**src/rtl/instr_fetch_unit_if.sv**
```systemverilog
// -----------------------------------------------------------------------------
// instr_fetch_unit_if
// Instruction-memory read bus between the fetch stage (master) and the
// instruction memory (slave). A read is requested by holding mem_req high with
// a stable mem_addr; the memory completes it by pulsing mem_ready with
// mem_rdata valid in the same cycle.
//
// Signals:
//   mem_req    master->slave  1     read request, held until mem_ready
//   mem_addr   master->slave  XLEN  read address, stable while mem_req=1
//   mem_rdata  slave->master  32    read data, valid when mem_ready=1
//   mem_ready  slave->master  1     read-complete strobe
// -----------------------------------------------------------------------------
`timescale 1ns/1ps

interface instr_fetch_unit_if #(
  parameter int XLEN = 32
);
  logic            mem_req;
  logic [XLEN-1:0] mem_addr;
  logic [31:0]     mem_rdata;
  logic            mem_ready;

  modport master (
    output mem_req,
    output mem_addr,
    input  mem_rdata,
    input  mem_ready
  );

  modport slave (
    input  mem_req,
    input  mem_addr,
    output mem_rdata,
    output mem_ready
  );
endinterface

```
**src/rtl/instr_fetch_unit.sv**
```systemverilog
// -----------------------------------------------------------------------------
// instr_fetch_unit
// Fetch stage of a multicycle core, sitting directly upstream of the control
// unit. Holds PC, OldPC and the instruction register, runs the instruction
// memory read handshake, and decodes the basic fields of the IR.
//
// Optional feature macro: FETCH_TIMEOUT_EN
//   defined   : a watchdog aborts a fetch that sees no mem_ready within
//               TIMEOUT_CYCLES request cycles (IR <= NOP, sticky fetch_err).
//   undefined : a fetch waits for mem_ready indefinitely; fetch_err is 0.
//
// Ports:
//   clock         in   1     system clock, all state on rising edge
//   reset         in   1     synchronous, active-high
//   PCWrite       in   1     load pc from pc_next (bit 0 cleared)
//   IRWrite       in   1     start a fetch at the current pc (IDLE only)
//   pc_next       in   XLEN  next PC from ALU/result mux
//   mem           if   -     instruction-memory read bus (master side)
//   pc            out  XLEN  current PC
//   old_pc        out  XLEN  PC of the instruction in (or being loaded to) IR
//   instr         out  32    instruction register
//   instr_valid   out  1     one-cycle pulse when the IR has been loaded
//   fetch_busy    out  1     fetch in progress; control unit must hold
//   misalign_err  out  1     one-cycle pulse after a rejected PC write
//   fetch_err     out  1     sticky watchdog error
//   op/funct3/funct7_5/rd/rs1/rs2  out  decoded IR fields
// -----------------------------------------------------------------------------
`timescale 1ns/1ps

module instr_fetch_unit #(
  parameter int                XLEN           = 32,
  parameter logic [XLEN-1:0]   RESET_PC       = '0,
  parameter logic [31:0]       NOP_INSTR      = 32'h0000_0013,
  parameter int                TIMEOUT_CYCLES = 255
) (
  input  logic             clock,
  input  logic             reset,
  input  logic             PCWrite,
  input  logic             IRWrite,
  input  logic [XLEN-1:0]  pc_next,
  instr_fetch_unit_if.master mem,
  output logic [XLEN-1:0]  pc,
  output logic [XLEN-1:0]  old_pc,
  output logic [31:0]      instr,
  output logic             instr_valid,
  output logic             fetch_busy,
  output logic             misalign_err,
  output logic             fetch_err,
  output logic [6:0]       op,
  output logic [2:0]       funct3,
  output logic             funct7_5,
  output logic [4:0]       rd,
  output logic [4:0]       rs1,
  output logic [4:0]       rs2
);

  if (TIMEOUT_CYCLES < 1) begin : g_bad_timeout
    $error("instr_fetch_unit: TIMEOUT_CYCLES must be at least 1");
  end

  typedef enum logic [1:0] {
    S_IDLE = 2'd0,
    S_REQ  = 2'd1,
    S_DONE = 2'd2
  } state_e;

  state_e          state_q;
  logic [XLEN-1:0] pc_q;
  logic [XLEN-1:0] old_pc_q;
  logic [XLEN-1:0] mem_addr_q;
  logic [31:0]     instr_q;
  logic            mem_req_q;
  logic            instr_valid_q;
  logic            fetch_busy_q;
  logic            misalign_q;

  // Bit 0 is always cleared (JALR target rule); bit 1 set after that means the
  // target is not word aligned and the write is rejected.
  logic [XLEN-1:0] pc_target_d;
  assign pc_target_d = pc_next & {{(XLEN-1){1'b1}}, 1'b0};

`ifdef FETCH_TIMEOUT_EN
  localparam int WDOG_W = $clog2(TIMEOUT_CYCLES + 1);
  localparam logic [WDOG_W-1:0] WDOG_LAST = WDOG_W'(TIMEOUT_CYCLES - 1);
  logic [WDOG_W-1:0] wdog_q;
  logic              fetch_err_q;
`endif

  always_ff @(posedge clock) begin
    if (reset) begin
      state_q       <= S_IDLE;
      pc_q          <= RESET_PC;
      old_pc_q      <= RESET_PC;
      mem_addr_q    <= RESET_PC;
      instr_q       <= NOP_INSTR;
      mem_req_q     <= 1'b0;
      instr_valid_q <= 1'b0;
      fetch_busy_q  <= 1'b0;
      misalign_q    <= 1'b0;
`ifdef FETCH_TIMEOUT_EN
      wdog_q        <= '0;
      fetch_err_q   <= 1'b0;
`endif
    end else begin
      instr_valid_q <= 1'b0;
      misalign_q    <= 1'b0;

      // PC update is independent of the fetch FSM; an in-flight fetch keeps
      // using the address captured on entry to REQ.
      if (PCWrite) begin
        if (pc_target_d[1]) begin
          misalign_q <= 1'b1;
        end else begin
          pc_q <= pc_target_d;
        end
      end

      case (state_q)
        S_IDLE: begin
          if (IRWrite) begin
            // pc_q is the pre-update value even if PCWrite fires this cycle.
            old_pc_q     <= pc_q;
            mem_addr_q   <= pc_q;
            mem_req_q    <= 1'b1;
            fetch_busy_q <= 1'b1;
            state_q      <= S_REQ;
`ifdef FETCH_TIMEOUT_EN
            wdog_q       <= '0;
`endif
          end
        end

        S_REQ: begin
          if (mem.mem_ready) begin
            instr_q       <= mem.mem_rdata;
            mem_req_q     <= 1'b0;
            instr_valid_q <= 1'b1;
            state_q       <= S_DONE;
          end
`ifdef FETCH_TIMEOUT_EN
          else if (wdog_q == WDOG_LAST) begin
            // This was the last permitted request cycle: give up quietly.
            instr_q      <= NOP_INSTR;
            fetch_err_q  <= 1'b1;
            mem_req_q    <= 1'b0;
            fetch_busy_q <= 1'b0;
            state_q      <= S_IDLE;
          end else begin
            wdog_q <= wdog_q + WDOG_W'(1);
          end
`endif
        end

        S_DONE: begin
          fetch_busy_q <= 1'b0;
          state_q      <= S_IDLE;
        end

        default: begin
          mem_req_q    <= 1'b0;
          fetch_busy_q <= 1'b0;
          state_q      <= S_IDLE;
        end
      endcase
    end
  end

  assign mem.mem_req  = mem_req_q;
  assign mem.mem_addr = mem_addr_q;

  assign pc           = pc_q;
  assign old_pc       = old_pc_q;
  assign instr        = instr_q;
  assign instr_valid  = instr_valid_q;
  assign fetch_busy   = fetch_busy_q;
  assign misalign_err = misalign_q;

`ifdef FETCH_TIMEOUT_EN
  assign fetch_err    = fetch_err_q;
`else
  assign fetch_err    = 1'b0;
`endif

  assign op       = instr_q[6:0];
  assign rd       = instr_q[11:7];
  assign funct3   = instr_q[14:12];
  assign rs1      = instr_q[19:15];
  assign rs2      = instr_q[24:20];
  assign funct7_5 = instr_q[30];

endmodule

```
**src/flat_wrapper.sv**
```systemverilog
// flat-port wrapper written by rule: the top's interface ports become plain ports
module instr_fetch_unit_flat 
#(
  parameter int                XLEN           = 32,
  parameter logic [XLEN-1:0]   RESET_PC       = '0,
  parameter logic [31:0]       NOP_INSTR      = 32'h0000_0013,
  parameter int                TIMEOUT_CYCLES = 255
)
  (clock, reset, PCWrite, IRWrite, pc_next, pc, old_pc, instr, instr_valid, fetch_busy, misalign_err, fetch_err, op, funct3, funct7_5, rd, rs1, rs2, mem_mem_req, mem_mem_addr, mem_mem_rdata, mem_mem_ready);
  instr_fetch_unit_if #(.XLEN(XLEN)) mem_i ();
  input  logic clock;
  input  logic reset;
  input  logic PCWrite;
  input  logic IRWrite;
  input  logic [XLEN-1:0] pc_next;
  output logic [XLEN-1:0] pc;
  output logic [XLEN-1:0] old_pc;
  output logic [31:0] instr;
  output logic instr_valid;
  output logic fetch_busy;
  output logic misalign_err;
  output logic fetch_err;
  output logic [6:0] op;
  output logic [2:0] funct3;
  output logic funct7_5;
  output logic [4:0] rd;
  output logic [4:0] rs1;
  output logic [4:0] rs2;
  output wire logic [$bits(mem_i.mem_req)-1:0] mem_mem_req;
  output wire logic [$bits(mem_i.mem_addr)-1:0] mem_mem_addr;
  input wire logic [$bits(mem_i.mem_rdata)-1:0] mem_mem_rdata;
  input wire logic [$bits(mem_i.mem_ready)-1:0] mem_mem_ready;
  assign mem_mem_req = mem_i.mem_req;
  assign mem_mem_addr = mem_i.mem_addr;
  assign mem_i.mem_rdata = mem_mem_rdata;
  assign mem_i.mem_ready = mem_mem_ready;
  instr_fetch_unit #(.XLEN(XLEN), .RESET_PC(RESET_PC), .NOP_INSTR(NOP_INSTR), .TIMEOUT_CYCLES(TIMEOUT_CYCLES)) u_core (.clock(clock), .reset(reset), .PCWrite(PCWrite), .IRWrite(IRWrite), .pc_next(pc_next), .mem(mem_i), .pc(pc), .old_pc(old_pc), .instr(instr), .instr_valid(instr_valid), .fetch_busy(fetch_busy), .misalign_err(misalign_err), .fetch_err(fetch_err), .op(op), .funct3(funct3), .funct7_5(funct7_5), .rd(rd), .rs1(rs1), .rs2(rs2));
endmodule
```
**config.mk**
```make
export PLATFORM = sky130hd
export DESIGN_NAME = instr_fetch_unit_flat
export DESIGN_NICKNAME = d
export VERILOG_FILES = /design/src/rtl/instr_fetch_unit_if.sv /design/src/rtl/instr_fetch_unit.sv /design/src/flat_wrapper.sv
export SDC_FILE = /design/constraint.sdc
export NUM_CORES = 1
export LEC_CHECK = 0
export CAP_MARGIN = 10
export CORE_MARGIN = 2
export CORE_UTILIZATION = 41
export CTS_CLUSTER_DIAMETER = 200
export DETAILED_ROUTE_END_ITERATION = 10
export PLACE_DENSITY_LB_ADDON = 0.2
export SLEW_MARGIN = 25
export SYNTH_ARGS = -nofsm -noshare
export SYNTH_HDL_FRONTEND = slang
export SYNTH_SLANG_ARGS = --single-unit
```
**constraint.sdc**
```tcl
create_clock -name clock -period 2.6 [get_ports clock]
set_clock_uncertainty 0.15 [all_clocks]
set_input_delay 0.26 -clock clock [delete_from_list [all_inputs] [get_ports clock]]
set_output_delay 0.26 -clock clock [all_outputs]
set_load 0.02 [all_outputs]
```
### After elaboration in Yosys (flattened, before gate mapping)

Index checks and enable logic that the tools add are counted.

| cells by class | value |
|---|---|
| reductions and logical operators | 9 |
| eq/ne operators | 4 |
| bitwise gates (word level) | 4 |
| multiplexer cells | 9 |

Operators with widths:

| kind | number |
|---|---|
| AND reduction 2 bit | 5 |
| 2-to-1 mux 1 bit | 4 |
| 2-to-1 mux 2 bit | 2 |
| != test 2 bit, second input constant | 2 |
| NOT 1 bit | 4 |
| one-hot mux 2 bit (2 select lines) | 1 |
| OR reduction 2 bit | 2 |
| one-hot mux 1 bit (3 select lines) | 1 |
| AND reduction 3 bit | 1 |
| equality test 2 x 1 -> 1 bit, second input constant | 1 |
| equality test 2 bit, second input constant | 1 |
| zero test 2 bit | 1 |
| one-hot mux 1 bit (2 select lines) | 1 |

| word-level totals | value |
|---|---|
| output and inout bits | 159 |
| bits of input ports | 69 |
| register bits after elaboration | 98 |
| word-level logic and storage cells | 34 |

### Depth between registers and ports, before layout

| depth | value |
|---|---|
| depth in word-level cells | 3 |
| mapped depth | 6 |
| depth with buffers taken out | 3 |

### Least setup slack after synthesis

Ideal clock, no wire load.

| timing path | value |
|---|---|
| path type | register to register |
| from | register u_core.state_q[1] |
| to | register u_core.old_pc_q[31] (netlist: u_core.old_pc[31]) |
| clock period less this slack | 1.351 ns |
| library setup time | 0.132 ns |
| arrival time | 1.069 ns |
| setup slack | 1.249 ns |
| required time | 2.318 ns |
| buffers on the path | 2 |
| stages on the path, launching flop included | 6 |
| cell sequence | dfxtp_1 -> buf_6 -> or3b_4 -> buf_6 -> nand2_1 -> a21oi_1 |

| on the way | value |
|---|---|
| longest elaborated chain between the ends | 2 |

Ends and longest elaborated chain:

| item | line | text |
|---|---|---|
| start, declared | instr_fetch_unit.sv:67 | `state_e state_q;` |
| start signal, assigned | instr_fetch_unit.sv:91 | `state_q <= S_IDLE;` |
| start signal, assigned | instr_fetch_unit.sv:126 | `state_q <= S_REQ;` |
| start signal, assigned | instr_fetch_unit.sv:138 | `state_q <= S_DONE;` |
| zero test 2 bit | instr_fetch_unit.sv:118 | `case (state_q)` |
| AND reduction 2 bit (no line) | - |  |
| end signal, assigned | instr_fetch_unit.sv:122 | `old_pc_q <= pc_q;` |
| end, declared | instr_fetch_unit.sv:69 | `logic [XLEN-1:0] old_pc_q;` |

Every way passes these cells.
A chain may end at the register's enable or synchronous reset.

==> impl_metrics.env <==
export IMPL_run_status="finished, final reports clean"
export IMPL_syn_avg_cell_area_sq_um=7.94
export IMPL_cp_buffers_inverters=1
export IMPL_arrival_ps=1360
export IMPL_rsz0062_at_grt="no"
export IMPL_stdcell_area_sq_mm=0.00590
export IMPL_boundaryPins=228
export IMPL_cp_required_ps=2190
export IMPL_hold_violations=0
export IMPL_period_share_pct=68.2
export IMPL_netlist_top_cells_count="nand2_1 (180), dfxtp_1 (98), a21oi_1 (90)"
export IMPL_r2r_start="u_core.state_q[1]"
export IMPL_post_cts_resized=0
export IMPL_dp_hpwl_mm=7.38
export IMPL_path_class="reg -> out"
export IMPL_cts_sinks=98
export IMPL_syn_area_sq_mm=0.00388
export IMPL_cts_hold_buffers=0
export IMPL_synth_edf_count=0
export IMPL_gp_congestion=0.762
export IMPL_max_stage_delay_ps=630
export IMPL_dieArea_sq_mm=0.0103
export IMPL_final_nets=708
export IMPL_startpoint="u_core.old_pc[25]"
export IMPL_setup_viol=0
export IMPL_antenna_diode_count=0
export IMPL_rows=35
export IMPL_post_cts_setup_buffers=0
export IMPL_max_cap_violations=0
export IMPL_min_from="mem_mem_rdata[22]"
export IMPL_cts_buffers=9
export IMPL_grt_overflow=0
export IMPL_synth_area_leader_cell="dfxtp_1"
export IMPL_worst_path_max_delay_cell="clkdlybuf4s50_1"
export IMPL_p_per_area_mw_per_mm2=560
export IMPL_vias=3523
export IMPL_dr_pass1_iters=4
export IMPL_async_flop_share_pct=0
export IMPL_path_max_fanout=3
export IMPL_wl_per_cell_um=13.9
export IMPL_postRouteWirelength_mm=10.5
export IMPL_grt_total_usage_pct=20.1
export IMPL_area_growth_syn_to_layout_pct=51.9
export IMPL_synthCells=489
export IMPL_ir_drop_uv=330
export IMPL_power_switching_share_pct=25.2
export IMPL_fp_dieW_um=101
export IMPL_max_slew_margin_pct=44.4
export IMPL_insertion_delay_ps=350
export IMPL_grt_pass1_vias=3240
export IMPL_cts_tree="yes"
export IMPL_hold_path_class="in -> reg"
export IMPL_synth_warnings=0
export IMPL_cts_buffer_depth=2
export IMPL_slew_viol_final=0
export IMPL_netlist_area_leader_share_pct=50.5
export IMPL_max_freq_mhz=564
export IMPL_die_y_um=101
export IMPL_endpoint_kind="output pin"
export IMPL_yosysSeqAreaShare_pct=50.5
export IMPL_crit_family="buffers and inverters"
export IMPL_fin_tns_setup_ps=0
export IMPL_path_clk_slew_ps=100
export IMPL_htree_levels=3
export IMPL_p_int_mw=2.47
export IMPL_postPlaceCellArea_sq_mm=0.00566
export IMPL_antenna_found_initial=0
export IMPL_synth_seq_cells=98
export IMPL_synthTopCellsByArea="dfxtp_1 (51%), nand2_1 (17%), buf_4 (13%)"
export IMPL_tightest_slew_ps=834
export IMPL_pwr_share_comb_pct=16.8
export IMPL_synthFlopType="dfxtp_1"
export IMPL_grt_max_degree=82
export IMPL_drt_first_iter_violations=81
export IMPL_clkPwrFrac_pct=34.7
export IMPL_drc=0
export IMPL_worst_setup_path_start_kind="flip-flop"
export IMPL_fin_crit_ps=1770
export IMPL_vias_per_cell=4.67
export IMPL_holdWs_ps=294
export IMPL_clockRootBuffer="clkbuf_8"
export IMPL_power_mw=3.30
export IMPL_yosysUniqueCellTypes=21
export IMPL_p_sw_uw=832
export IMPL_p_leak_nw=2.07
export IMPL_yosysMostFrequentCell="nand2_1"
export IMPL_drive_above_1_share_pct=4.19
export IMPL_ant_nets=0
export IMPL_path_cells="clkdlybuf4s50_1"
export IMPL_grt_pass1_wl_mm=16.3
export IMPL_io_buffers=219
export IMPL_pwr_share_seq_pct=48.6
export IMPL_start_util_pct=42.2
export IMPL_core_sq_mm=0.00920
## power groups by stage
stage	clock, mW	combinational, mW	sequential, mW
floorplan	0	0.237	1.70
global placement	0	0.551	1.64
detailed placement	0	0.557	1.64
CTS	1.18	0.559	1.60
global route	1.25	0.595	1.61
finish	1.14	0.554	1.60
## layer usage
metal  share of wire [%]  wire length, um  track usage, %  vias to the layer above
li1                    -                -               -                     1784
met1                  42             4410            24.8                     1601
met2                  50             5240            34.1                      127
met3                 6.7              706            5.73                       11
met4                 1.3              141            5.82                        0
met5                   0                0               0                        -
## path summary, 6_finish.rpt
| kind | slack [ps] | cells after the start | endpoint |
|---|---|---|---|
| worst max-delay path | 830 | 1 | mem_mem_addr[25] |
| worst min-delay path | 290 | 3 | u_core.instr[22] |
| worst max register to register | 1050 | 3 | u_core.old_pc[31] |
| worst min register to register | 310 | 2 | u_core.instr[28] |
## cells by family after synthesis
kind of cell	after synthesis	synth area share, %
other	1	0.0966
DFF	98	50.5
and+or+nand+nor	203	20.9
buffers and inverters	95	16.6
AOI/OAI and AO/OA	92	11.9
## flip-flops by register name, summed over array words and instances (netlist names)
signal	cells
u_core.misalign_err	1
u_core.instr	32
u_core.pc	30
u_core.state_q	2
u_core.mem.mem_req	1
u_core.old_pc	30
u_core.fetch_busy	1
u_core.instr_valid	1
## through the flow
step	setup slack, ps	instances	utilization (%)
floorplan	1250	495	-
global placement	730	739	61.6
detailed placement	708	739	61.6
CTS	796	755	64.1
global route	748	755	64.1
finish	827	755	64.1
## final cells by class
cell class              instances  area (sq um)
clock buffers                  11           131
clock inverters                 5           103
fillers                       825          3300
inverters                       1          3.75
multi-input cells             302          1310
flip-flops and latches         98          1960
well taps                     111           139
repair buffers                227          2250
## cells in the final DEF, fill, tap and decap left out
master,n
nand2_1,180
dfxtp_1,98
clkinv_2,1
and3b_1,1
nor3_1,10
clkinvlp_4,1
inv_1,1
nor2b_1,1
nand2b_1,1
o21ai_0,1
a21oi_1,90
bufinv_16,3
nand3b_1,1
nor2_1,5
clkbuf_8,9
buf_4,9
or3b_4,1
o31ai_1,1
nor2b_2,1
clkdlybuf4s50_1,218
clkbuf_1,2
conb_1,7
or3b_2,1
nor3b_4,1
(Power assumes the default switching activity.)
==> RTL edit 1 (same settings) <==
Put one more register stage on the output `misalign_err`, with the module's reset. The value now appears one clock later. The other outputs are not delayed to match. Comments in the files are not updated.
--- a/src/rtl/instr_fetch_unit.sv
+++ b/src/rtl/instr_fetch_unit.sv
@@ -173,7 +173,13 @@
   assign instr        = instr_q;
   assign instr_valid  = instr_valid_q;
   assign fetch_busy   = fetch_busy_q;
-  assign misalign_err = misalign_q;
+  always_ff @(posedge clock) begin
+    if (reset) begin
+      misalign_err <= '0;
+    end else begin
+      misalign_err <= misalign_q;
+    end
+  end
 
 `ifdef FETCH_TIMEOUT_EN
   assign fetch_err    = fetch_err_q;
Behaviour: not the same (a bounded check fails within 4 cycles, from zero or initial values and one cycle with reset high).
==> RTL edit 1 against the unedited design <==
- global-route usage decreased by 0.87 points
- area after synthesis increased by 0.45%
- non-clock buffer count unchanged
- maximum frequency about the same
- routed wire length decreased by 3.2%
- sequential cell count increased by 1
- total power decreased by 7.5%
- setup slack improved by 0.00055 ns
- final area about the same
- largest cell class unchanged
- largest power group unchanged
==> RTL edit 1: results (changes against the unedited design) <==
synth warn=0 (unchanged); CTS H-tree lvls=3 (unchanged); first-pass GRT wire length=15600 um (-4.2%); via count=3503 (-0.57%); status=complete, no violations; CTS Root Cell=clkbuf_8; GRT met1 Usage=21.9% (-2.9 points); Nets=709 (+0.14%); post-placement cell count=758 (+2.6%); clock tree buffer depth=2 (unchanged); Reg clk slew, reported paths=0.10 ns (about the same); post-synthesis cell type count=19 (-9.5%); Area contributors post-synth=dfxtp_1, nand2_1, buf_4; Synth async-reset ratio=0% (unchanged); met3 usage in global routing=6.21% (+0.48 points); initial DRC count=71 (-12%); cts repair resizes=0 (unchanged); initial antenna violation count=0 (unchanged); LEAKAGE=0.00205 uW (-0.79%); largest net degree at the start of global routing=53 (-35%); GRT Total Usage=19.2% (-0.87 points); max reg flops=32 (unchanged); syn avg cell area=7.96 um2 (+0.25%); Worst VDD drop=0.267 mV (-19%); RD Place Congestion=0.704 (-7.6%); share of cells above drive strength 1=4.19% (-0.0065 points); Slew HR=64.1% (+20 points); Crit path arrival time=1.36 ns (about the same); slowest CP cell=clkdlybuf4s50_1; Main synth FF type=dfxtp_1; slowest cell delay on critical path=0.62 ns; mean number of vias per cell=4.53 (-3.0%); DR WL/cell=13.1 um (-5.6%); Placed Area=5710 um2 (+0.86%); synth cell count leaders=nand2_1, dfxtp_1, a21oi_1; Place WS=0.673 ns (-0.0355 ns); diode count=0 (unchanged); met2 usage=33.8% (-0.33 points); number of global-route vias before repair=3216 (-0.74%); drt pass-1 iters=4 (unchanged); clock latency on the worst-skew pair=0.35 ns (about the same); part of the Yosys area used for sequential elements=50.8% (+0.29 points); Sw Ratio=27.2% (+2.0 points); DP HPWL=7260 um (-1.7%)
==> RTL edit 1: cell types whose count changed after synthesis, sizes merged <==
cell,before,now
a21oi,90,91
dfxtp,98,99
o21ai,1,2
o31ai,1,0
or3b,2,1
==> RTL edit 1: final cells by class <==
class | count | area [um2]
fillers | 797 | 3350
repair buffers | 227 | 2260
multi-input cells | 302 | 1300
flip-flops and latches | 99 | 1980
clock inverters | 5 | 38.8
clock buffers | 11 | 141
well taps | 129 | 161
inverters | 1 | 3.75
==> RTL edit 1: power groups by stage <==
stage	sequential, uW	combinational (uW)	clock, uW
after CTS	1620	556	919
after global placement	1650	547	0
after detailed placement	1650	553	0
after global routing	1630	592	985
final	1620	550	888
after floorplan	1710	237	0
==> RTL edit 1: worst paths after layout <==
| path | start | endpoint | slack, ns | cells after the start |
|---|---|---|---|---|
| max | u_core.old_pc[20] | old_pc[20] | 0.83 | 1 |
| min | reset | u_core.old_pc[28] | 0.24 | 2 |
| max reg2reg | u_core.state_q[1] | u_core.old_pc[30] | 1.08 | 3 |
| min reg2reg | u_core.misalign_q | u_core.misalign_err | 0.29 | 1 |
==> RTL edit 1: layer usage <==
| metal | routed length [um] | up-vias |
|---|---|---|
| li1 | - | 1787 |
| met1 | 3990 | 1588 |
| met2 | 5260 | 115 |
| met3 | 753 | 13 |
| met4 | 149 | 0 |
| met5 | 0 | - |
==> RTL edit 1: logic make-up after synthesis <==
kind of cell           after synthesis  share of synthesized area (%)
buffers and inverters               95                           16.6
other                                1                         0.0961
AOI/OAI and AO/OA                   93                           11.9
and+or+nand+nor                    202                           20.6
DFF                                 99                           50.8
==> RTL edit 2 (same flow settings) <==
Without the edit above. Add a define of `FETCH_TIMEOUT_EN`.
--- a/src/rtl/instr_fetch_unit.sv
+++ b/src/rtl/instr_fetch_unit.sv
@@ -26,6 +26,8 @@
 //   op/funct3/funct7_5/rd/rs1/rs2  out  decoded IR fields
 // -----------------------------------------------------------------------------
 `timescale 1ns/1ps
+
+`define FETCH_TIMEOUT_EN
 
 module instr_fetch_unit #(
   parameter int                XLEN           = 32,
Check against the original RTL: same outputs for any inputs over 4 cycles, from zero or initial values and one cycle with reset high; that may be too few to reach the edited logic, so the function may still have changed.
==> RTL edit 2 against the unedited design <==
- synthesized cell count shrank 2.5%
- area after synthesis grew 8.0%
- setup slack lost 0.17 ns
- global-route usage grew 0.20 points
- critical path depth grew 6
- routed wire length grew 9.9%
- maximum frequency shrank 8.8%
- final area grew 6.8%
- total power grew 2.1%
- final cell count grew 1.9%
- register-to-register slack lost 0.39 ns
- sequential cell count grew 9
- critical endpoint is now u_core.instr[25]
- largest cell class unchanged
- highest routed layer unchanged
==> RTL edit 2: results (changes against the unedited design) <==
status=complete, no violations; layout filler cell count=849 (+2.9%); post-synthesis cell type count=34 (+62%); Worst VDD drop=0.298 mV (-9.7%); post-placement cell count=755 (+2.2%); hold worst-path end=u_core.fetch_err; flop2flop setup slack=0.66 ns (-0.39 ns); worst hold path startpoint=reset; worst slew pin tran=0.606 ns (-0.229 ns); Sw Ratio=25.6% (+0.40 points); share of cells above drive strength 1=4.87% (+0.68 points); mean number of vias per cell=4.88 (+4.6%); RD Place Congestion=0.782 (+2.7%); DR WL/cell=15.0 um (+7.9%); r2r startpoint=u_core.wdog_q[0]; GRT Total Usage=20.3% (+0.20 points); syn avg cell area=8.80 um2 (+11%); initial DRC count=140 (+73%); Final Instance Area=6300 um2 (+6.8%); largest net degree at the start of global routing=58 (-29%); first-pass GRT wire length=18000 um (+10%); port bufs=220 (+0.46%); pwr dens=535 nW/um2 (-4.4%); Nets=704 (-0.56%); Crit path arrival time=2.03 ns (+0.67 ns); DP HPWL=8410 um (+14%); number of global-route vias before repair=3462 (+6.9%); part of the Yosys area used for sequential elements=51.1% (+0.54 points)
[RTL edit 2: cell count changes after synthesis, sizes merged, moves of 4 or more]
| cell | delta |
|---|---|
| buf | -7 |
| nor2 | +4 |
| xor2 | +5 |
| inv | +4 |
| a21oi | -21 |
| nor3 | -9 |
| nand2 | -56 |
| a22o | +29 |
| nor2b | +5 |
| dfxtp | +9 |
[RTL edit 2: cell type report]
cell class	instances	area share, %
clock inverter	4	1.21
timing repair buffer	230	36.3
clock buffer	10	2.03
sequential	107	34.0
inverter	5	0.298
multi-input combinational	280	23.5
tap	133	2.64
[RTL edit 2: worst max-delay path: stages (launching register included)]
cell      delay [ns]
dfxtp_1         0.33
inv_1           0.09
ha_1            0.15
nand3_1         0.26
o21bai_1        0.26
a21oi_2         0.07
buf_4           0.24
a22o_1          0.27
[RTL edit 2: metal layers]
metal	wire length [um]	GRT usage, %
met1	4990	25.2
met4	178	7.05
met3	871	5.30
met2	5500	33.8
met5	0	0
[RTL edit 2: logic make-up after synthesis]
group	share of synthesized area, %
adder cells (fa/ha/maj)	0.596
AND/OR/NAND/NOR	16.7
XOR/XNOR	1.04
other	0.0894
flip-flops	51.1
buffers and inverters	14.3
AO/OA/AOI/OAI	16.2
[RTL edit 2: how the worst max path moves through the flow]
stage / cells after the start / startpoint / endpoint / slack, ns
final: 7 / u_core.wdog_q[0] / u_core.instr[25] / 0.66
after CTS: 7 / u_core.wdog_q[0] / u_core.instr[25] / 0.65
after detailed placement: 6 / IRWrite / u_core.wdog_q[6] / 0.52
after floorplan: 6 / u_core.wdog_q[0] / u_core.fetch_busy / 0.92
after global placement: 6 / IRWrite / u_core.wdog_q[0] / 0.57
after global routing: 6 / u_core.wdog_q[0] / u_core.wdog_q[6] / 0.52
